[src/rtl/cpu32_pkg.sv]
// cpu32_pkg: shared definitions for the write-back stage.
//   - write-back op bit positions (WB_OP_*)
//   - write-back sequencer state encoding (wb_state_t)
//   - status flag bit positions inside st[3:0] (ST_*)
//   - pack_flags(): assembles {n,z,c,v} into the status nibble layout
package cpu32_pkg;

  localparam int unsigned WB_OP_W1 = 32'd0;
  localparam int unsigned WB_OP_W2 = 32'd1;
  localparam int unsigned WB_OP_ST = 32'd2;

  localparam int unsigned ST_N = 32'd3;
  localparam int unsigned ST_Z = 32'd2;
  localparam int unsigned ST_C = 32'd1;
  localparam int unsigned ST_V = 32'd0;

  typedef enum logic [1:0] {
    IDLE = 2'd0,
    WR_A = 2'd1,
    WR_B = 2'd2
  } wb_state_t;

  // Places each flag at its architectural bit position.
  function automatic logic [3:0] pack_flags(input logic n, input logic z,
                                            input logic c, input logic v);
    logic [3:0] f;
    f       = 4'd0;
    f[ST_N] = n;
    f[ST_Z] = z;
    f[ST_C] = c;
    f[ST_V] = v;
    return f;
  endfunction

endpackage

[src/rtl/wb_status_reg.sv]
// wb_status_reg: architectural status register (N,Z,C,V), zero-extended to 32 bits.
// Ports:
//   clk       in   clock
//   rst       in   synchronous active-low reset
//   we        in   load flags_in at the next rising edge
//   flags_in  in   4-bit flag nibble, already in ST_* layout
//   st        out  32-bit status word, st[31:4] always 0
module wb_status_reg
  import cpu32_pkg::*;
(
  input  logic        clk,
  input  logic        rst,
  input  logic        we,
  input  logic [3:0]  flags_in,
  output logic [31:0] st
);

  logic [3:0] flags_r;

  // Flag storage; reset wins over a same-edge write.
  always_ff @(posedge clk) begin
    if (!rst) begin
      flags_r <= 4'd0;
    end else if (we) begin
      flags_r <= flags_in;
    end else begin
      flags_r <= flags_r;
    end
  end

  assign st = {28'd0, flags_r};

endmodule

[src/rtl/writeback_sequencer.sv]
// writeback_sequencer: retires execute result bundles into a single-write-port
// register file, serialising dual writes over two cycles, and owns the status
// register.
// Ports:
//   clk, rst           clock; synchronous active-low reset
//   in_valid/in_ready  bundle handshake (accept = both high at a rising edge)
//   r1, r2             results; r_a1, r_a2 their destinations
//   r_op               [0] write r1, [1] write r2, [2] write flags, [3] ignored
//   cres               condition passed; 0 squashes the bundle
//   n, z, c, v, stwr   flags and flag-write enable from execute
//   rf_we/rf_wa/rf_wd  registered register-file write port
//   st                 status word {28'b0, n, z, c, v}
module writeback_sequencer
  import cpu32_pkg::*;
#(
  parameter int AW = 5,
  parameter int DW = 32
) (
  input  logic          clk,
  input  logic          rst,
  input  logic          in_valid,
  output logic          in_ready,
  input  logic [DW-1:0] r1,
  input  logic [DW-1:0] r2,
  input  logic [AW-1:0] r_a1,
  input  logic [AW-1:0] r_a2,
  input  logic [3:0]    r_op,
  input  logic          cres,
  input  logic          n,
  input  logic          z,
  input  logic          c,
  input  logic          v,
  input  logic          stwr,
  output logic          rf_we,
  output logic [AW-1:0] rf_wa,
  output logic [DW-1:0] rf_wd,
  output logic [31:0]   st
);

  wb_state_t     state_r, state_nxt_s;
  logic          pend2_r, pend2_nxt_s;
  logic [DW-1:0] r2_hold_r, r2_hold_nxt_s;
  logic [AW-1:0] a2_hold_r, a2_hold_nxt_s;
  logic          rf_we_r, rf_we_nxt_s;
  logic [AW-1:0] rf_wa_r, rf_wa_nxt_s;
  logic [DW-1:0] rf_wd_r, rf_wd_nxt_s;

  logic in_ready_s;
  logic accept_s;
  logic w1_s;
  logic w2_s;
  logic take_new_s;
  logic st_we_s;
  logic unused_op_s;

  // r_op[3] is reserved; it is deliberately not decoded.
  assign unused_op_s = r_op[3];

  // Upstream may only be stalled while the held r2 write is still to go out.
  assign in_ready_s = (state_r == IDLE) | (state_r == WR_B) |
                      ((state_r == WR_A) & !pend2_r);
  assign accept_s   = in_valid & in_ready_s;

  // Register 0 is hardwired, so writes to it are dropped without a cycle.
  assign w1_s = cres & r_op[WB_OP_W1] & (r_a1 != {AW{1'b0}});
  assign w2_s = cres & r_op[WB_OP_W2] & (r_a2 != {AW{1'b0}});

  assign st_we_s = accept_s & cres & r_op[WB_OP_ST] & stwr;

  // Next-state, pending-write and write-port decode.
  always_comb begin
    state_nxt_s   = state_r;
    pend2_nxt_s   = pend2_r;
    r2_hold_nxt_s = r2_hold_r;
    a2_hold_nxt_s = a2_hold_r;
    rf_we_nxt_s   = 1'b0;
    rf_wa_nxt_s   = rf_wa_r;
    rf_wd_nxt_s   = rf_wd_r;
    take_new_s    = 1'b0;

    case (state_r)
      IDLE: begin
        take_new_s = 1'b1;
      end
      WR_A: begin
        if (pend2_r) begin
          state_nxt_s = WR_B;
          pend2_nxt_s = 1'b0;
          rf_we_nxt_s = 1'b1;
          rf_wa_nxt_s = a2_hold_r;
          rf_wd_nxt_s = r2_hold_r;
        end else begin
          take_new_s = 1'b1;
        end
      end
      WR_B: begin
        take_new_s = 1'b1;
      end
      default: begin
        state_nxt_s = IDLE;
        pend2_nxt_s = 1'b0;
      end
    endcase

    // Any state able to take a bundle decodes it identically.
    if (take_new_s) begin
      state_nxt_s = IDLE;
      pend2_nxt_s = 1'b0;
      if (accept_s && w1_s) begin
        state_nxt_s = WR_A;
        rf_we_nxt_s = 1'b1;
        rf_wa_nxt_s = r_a1;
        rf_wd_nxt_s = r1;
        if (w2_s) begin
          pend2_nxt_s   = 1'b1;
          r2_hold_nxt_s = r2;
          a2_hold_nxt_s = r_a2;
        end else begin
          pend2_nxt_s = 1'b0;
        end
      end else if (accept_s && w2_s) begin
        state_nxt_s = WR_B;
        rf_we_nxt_s = 1'b1;
        rf_wa_nxt_s = r_a2;
        rf_wd_nxt_s = r2;
      end else begin
        state_nxt_s = IDLE;
      end
    end else begin
      take_new_s = 1'b0;
    end
  end

  // State, pending write and registered write port; reset drops any pending r2.
  always_ff @(posedge clk) begin
    if (!rst) begin
      state_r   <= IDLE;
      pend2_r   <= 1'b0;
      r2_hold_r <= {DW{1'b0}};
      a2_hold_r <= {AW{1'b0}};
      rf_we_r   <= 1'b0;
      rf_wa_r   <= {AW{1'b0}};
      rf_wd_r   <= {DW{1'b0}};
    end else begin
      state_r   <= state_nxt_s;
      pend2_r   <= pend2_nxt_s;
      r2_hold_r <= r2_hold_nxt_s;
      a2_hold_r <= a2_hold_nxt_s;
      rf_we_r   <= rf_we_nxt_s;
      rf_wa_r   <= rf_wa_nxt_s;
      rf_wd_r   <= rf_wd_nxt_s;
    end
  end

  wb_status_reg u_status (
    .clk      (clk),
    .rst      (rst),
    .we       (st_we_s),
    .flags_in (pack_flags(n, z, c, v)),
    .st       (st)
  );

  assign in_ready = in_ready_s;
  assign rf_we    = rf_we_r;
  assign rf_wa    = rf_wa_r;
  assign rf_wd    = rf_wd_r;

endmodule

[config.mk]
export PLATFORM = sky130hd
export DESIGN_NAME = writeback_sequencer
export DESIGN_NICKNAME = d
export VERILOG_FILES = /design/src/rtl/cpu32_pkg.sv /design/src/rtl/wb_status_reg.sv /design/src/rtl/writeback_sequencer.sv
export SDC_FILE = /design/constraint.sdc
export NUM_CORES = 1
export LEC_CHECK = 0
export CORE_MARGIN = 5
export CORE_UTILIZATION = 50
export CTS_BUF_LIST = sky130_fd_sc_hd__clkbuf_4 sky130_fd_sc_hd__clkbuf_8
export DETAILED_ROUTE_END_ITERATION = 10
export PLACE_DENSITY_LB_ADDON = 0.12
export SYNTH_ARGS = -nofsm -noshare
export SYNTH_HDL_FRONTEND = slang
export SYNTH_HIERARCHICAL = 1
export SYNTH_SLANG_ARGS = --single-unit
[constraint.sdc]
create_clock -name clk -period 3.6 [get_ports clk]
set_input_delay 0.9 -clock clk [delete_from_list [all_inputs] [get_ports clk]]
set_output_delay 0.9 -clock clk [all_outputs]
set_load 0.02 [all_outputs]
## Word-level counts from Yosys, hierarchy flattened

Index checks and enable logic that the tools add are counted.

| word-level totals | value |
|---|---|
| register bits | 82 |
| input port bits | 87 |

| operators by class | value |
|---|---|
| mux-type cells | 26 |
| bitwise operators | 11 |
| reduce and logical (&&, ||, !) cells | 9 |
| equality and inequality tests | 4 |

Operator list:

| cell | number |
|---|---|
| 32-bit two-way mux | 5 |
| 5-bit two-way mux | 5 |
| 1-bit two-way mux | 10 |
| 5-bit nonzero test | 2 |
| 1-bit AND | 9 |
| 2-bit two-way mux | 4 |
| 2-bit one-hot mux with 2 select lines | 1 |
| 3-bit by 2-bit inequality test with 1-bit output, second input constant | 1 |
| 3-bit AND reduction | 1 |
| 2-bit by 1-bit == test with 1-bit output, second input constant | 1 |
| 2-bit == test, second input constant | 1 |
| 1-bit logical AND | 2 |
| 2-bit logical NOT | 1 |
| 2-bit by 1-bit inequality test with 1-bit output, second input constant | 1 |
| 1-bit OR | 2 |
| 1-bit one-hot mux with 2 select lines | 1 |
| 2-bit AND reduction | 1 |
| 2-bit OR reduction | 1 |
| 1-bit logical NOT | 1 |

## Logic depth before layout (Yosys ltp)

| depth | value |
|---|---|
| depth after elaboration | 8 |
| depth in mapped cells | 7 |
| depth with buffers taken out | 5 |

## By module

The synthesis kept the hierarchy.

Modules (own cells, without submodules):

| module | instances | area an instance (um^2) | cells an instance | sequential area each (um^2) |
|---|---|---|---|---|
| writeback_sequencer | 1 | 4031.4 | 435 | 1561.5 |
| wb_status_reg | 1 | 370.4 | 42 | 80.1 |

## Least setup slack after synthesis

Ideal clock, no wire load.

| timing path | value |
|---|---|
| path type | input-to-reg |
| from | in r_a1[0] |
| to | reg rf_wd_r[19], in the netlist rf_wd[19] |
| slack | 1.183 ns |
| data arrival time | 2.268 ns |
| data required time | 3.451 ns |
| stages | 6 |
| buffers on the path | 2 |
| cell sequence | or4_4 buf_6 o21a_1 buf_2 o31ai_1 a221oi_2 |

| between the ends | value |
|---|---|
| word-level cells in the longest chain between the ends | 5 |

Ends and longest elaborated chain:

| item | line | text |
|---|---|---|
| from (decl) | writeback_sequencer.sv:25 | `input logic [AW-1:0] r_a1,` |
| 5-bit nonzero test | writeback_sequencer.sv:65 | `assign w1_s = cres & r_op[WB_OP_W1] & (r_a1 != {AW{1'b0}});` |
| 1-bit AND | writeback_sequencer.sv:65 |  |
| 1-bit logical AND | writeback_sequencer.sv:109 | `if (accept_s && w1_s) begin` |
| 32-bit two-way mux | writeback_sequencer.sv:109 |  |
| 32-bit two-way mux | writeback_sequencer.sv:106 | `if (take_new_s) begin` |
| to (signal assigned) | writeback_sequencer.sv:143 | `rf_wd_r <= {DW{1'b0}};` |
| to (signal assigned) | writeback_sequencer.sv:151 | `rf_wd_r <= rf_wd_nxt_s;` |
| to (decl) | writeback_sequencer.sv:46 | `logic [DW-1:0] rf_wd_r, rf_wd_nxt_s;` |

No other way between the ends.
A chain may end at the register's enable or synchronous reset.

## Final worst setup path

| timing path | value |
|---|---|
| from | in r_a1[0] |
| to | reg rf_wd_r[0], in the netlist rf_wd[0] |

Same word-level chain as after synthesis.

==> flow_metrics.tcl <==
set metrics [dict create \
    status "finished clean" \
    fin_crit_sh 0.776 \
    worstSetupPathType "input pin to register" \
    tritoncts "built" \
    yosys-top-cells-count "82 x dfxtp_1, 78 x mux2i_1, 74 x nand2_1" \
    via_per_inst 5.54 \
    rsz0062_at_grt "false" \
    post_cts_resized 0 \
    synthTopCellsByArea "dfxtp_1 37%, mux2i_1 18%, nand2_1 6.3%, buf_4 5.8%, o211ai_1 5.5%" \
    maxSlewViolCount 0 \
    grt_pass1_wl_um 19300 \
    r2r_cells 4 \
    crit_fanout 22 \
    ys_ff_latch 82 \
    ctsRootBufferMaster "clkbuf_8" \
    tns_ns 0 \
    start_util 0.510 \
    vias 3856 \
    area_delta_synth_final_pct 32.6 \
    start_kind "input pin" \
    grt_pass1_vias 3935 \
    syn-cell-area_um2 4400 \
    power.density_nw_per_um2 375 \
    arrival_ns 2.99 \
    fin_crit_ns 2.79 \
    dp_hpwl_um 8070 \
    netlist-cell-type-count 30 \
    cp.required_ns 3.80 \
    grt_use_total 0.210 \
    hold_class "register to register" \
    hold_start "r2_hold_r[1]$_SDFFE_PN0P_" \
    core.rowCount 34 \
    ys_seq_area_frac 0.373 \
    cts_made_buffers 9 \
    synth-edff-count 0 \
    clk_latency_ns 0.34 \
    nets 671 \
    relSlewSlack 0.440 \
    die_w_um 104 \
    worst_slack_ns 0.807 \
    diodes 0 \
    io_buffers 128 \
    dominantRegCellSynth "dfxtp_1" \
    hold_path_end "r2_hold_r[1]$_SDFFE_PN0P_" \
    finalSetupViolations 0 \
    yosysTopAreaCellShare 0.373 \
    pre_cts_ws_ns 0.471 \
    dieArea_um2 10800 \
    cp-end-kind "register" \
    place_congestion 0.805 \
    wl_per_cell_um 16.9 \
    n_fill_cell 726 \
    syn_area_per_cell_um2 9.23 \
    leakage_nw 2.41 \
    tightestPinTransition_ns 0.837 \
    post_cts_buffers 0 \
    reg2reg_to "rf_wd[27]$_SDFF_PN0_" \
    drc_errors 0 \
    hold_violations 0 \
    grt.busiest_layer "met2" \
    yosys.cell_count.top_type "dfxtp_1" \
    grt_use_met3 0.0386 \
    htreeDepth 3 \
    r2r_start "state_r[1]$_SDFFE_PN0P_" \
    first_pass_iters 4 \
    clockBufferDepth 2 \
    antenna_found_initial 0 \
    grt_overflow 0 \
    drv_cap 0 \
    core_area_um2 8640 \
    grtUsageMet1 0.278 \
    hold_buffers 0 \
    async_reset_ff_frac 0 \
    grt_max_degree 79 \
    max_freq_ghz 0.358 \
    peakVddDrop_mv 0.237 \
    drtIter0Drc 141 \
    ys_warn_count 6 \
    synth_cells 477 \
    yosysTopAreaCell "dfxtp_1" \
    grt.met2_usage 0.350 \
    ioPinCount 158 \
    worst_clock_skew_ns 0.0143 \
    min_path_cells 2 \
    rrSetupSlack_ns 1.63 \
    wirelength_um 11800 \
    cts.sinks 82 \
    clkTransAtPathRegs_ns 0.08 \
    die_h_um 104 \
    drive_gt1_frac 0.0969 \
    antenna_left 0 \
]
==> stage by stage <==
stage | utilization | hold WS (ns) | total power [W] | instance area, um2 | instances
global route | 0.676 | 0.470 | 0.00228 | 5840 | 696
CTS | 0.676 | 0.461 | 0.00220 | 5840 | 696
detailed placement | 0.648 | 0.448 | 0.00141 | 5600 | 681
global placement | 0.648 | 0.441 | 0.00141 | 5600 | 681
finish | 0.676 | 0.458 | 0.00219 | 5840 | 696
floorplan | - | 0.434 | 0.00123 | 4500 | 504
==> layer usage <==
metal  up-vias  wire (um)
li1       1878          -
met4         0        167
met1      1817       5260
met2       145       5570
met5         -          0
met3        16        769
==> worst max-delay path, cell delays in order <==
cell and delay, ns:
clkdlybuf4s50_1 0.43, or4_4 0.72, o21a_1 0.30, buf_4 0.24, o31ai_1 0.28, a221oi_1 0.11
==> flip-flops by register name (all words and copies together), names as in the netlist <==
register,flops
pend2_r,1
rf_we,1
a2_hold_r,5
state_r,2
rf_wd,32
u_status/flags_r,4
rf_wa,5
r2_hold_r,32
==> cell type report <==
class | instances | area, um2 | share of cell area
sequential | 82 | 1640 | 0.281
clock inverter | 5 | 103 | 0.0176
clock buffer | 10 | 138 | 0.0236
timing repair buffer | 145 | 1410 | 0.242
multi-input combinational | 312 | 2280 | 0.391
inverter | 34 | 128 | 0.0219
tap | 108 | 135 | 0.0231
==> worst max path at each step <==
| stage | from | end | slack (ns) | cells after the start |
|---|---|---|---|---|
| 6_report | r_a1[0] | rf_wd[0]$_SDFF_PN0_ | 0.81 | 6 |
| 5_1_grt | r_a1[0] | rf_wd[3]$_SDFF_PN0_ | 0.69 | 6 |
| 3_3_place_gp | r_a1[0] | rf_wd[6]$_SDFF_PN0_ | 0.51 | 6 |
| 4_1_cts | r_a1[0] | rf_wd[0]$_SDFF_PN0_ | 0.83 | 6 |
| 2_1_floorplan | r_a1[0] | rf_wd[19]$_SDFF_PN0_ | 1.18 | 6 |
| 3_5_place_dp | r_a1[0] | rf_wd[0]$_SDFF_PN0_ | 0.47 | 6 |
==> report_power, final <==
part | total [W] | switching (W) | leakage, nW | internal [W]
Clock | 0.000800 | 0.000325 | 0.118 | 0.000475
Combinational | 0.000431 | 0.000226 | 1.62 | 0.000205
Sequential | 0.000961 | 0.0000195 | 0.668 | 0.000942
Total | 0.00219 | 0.000570 | 2.41 | 0.00162
==> logic make-up (layout without fill, tap and decap cells) <==
kind of cell,count (synthesis),after routing,synth area share
other cells,1,28,0.000852
flops,82,82,0.373
mux,78,78,0.177
compound gates,118,118,0.228
buf+inv,110,194,0.135
simple gates,88,88,0.0856
==> cells in the final DEF (no fill, tap or decap), types with 3 or more instances in the layout <==
master / Yosys / routed
bufinv_16: 0 / 3
inv_1: 34 / 33
mux2i_1: 78 / 78
o211ai_1: 32 / 32
dfxtp_1: 82 / 82
a221oi_1: 22 / 22
clkbuf_8: 0 / 10
buf_4: 34 / 16
a221oi_2: 15 / 15
clkdlybuf4s50_1: 0 / 126
o21ai_1: 6 / 6
nor2b_1: 4 / 4
conb_1: 1 / 28
a21oi_1: 7 / 7
o31ai_1: 32 / 32
nand2_1: 74 / 74
No activity file was read; power rests on OpenSTA's default activity.
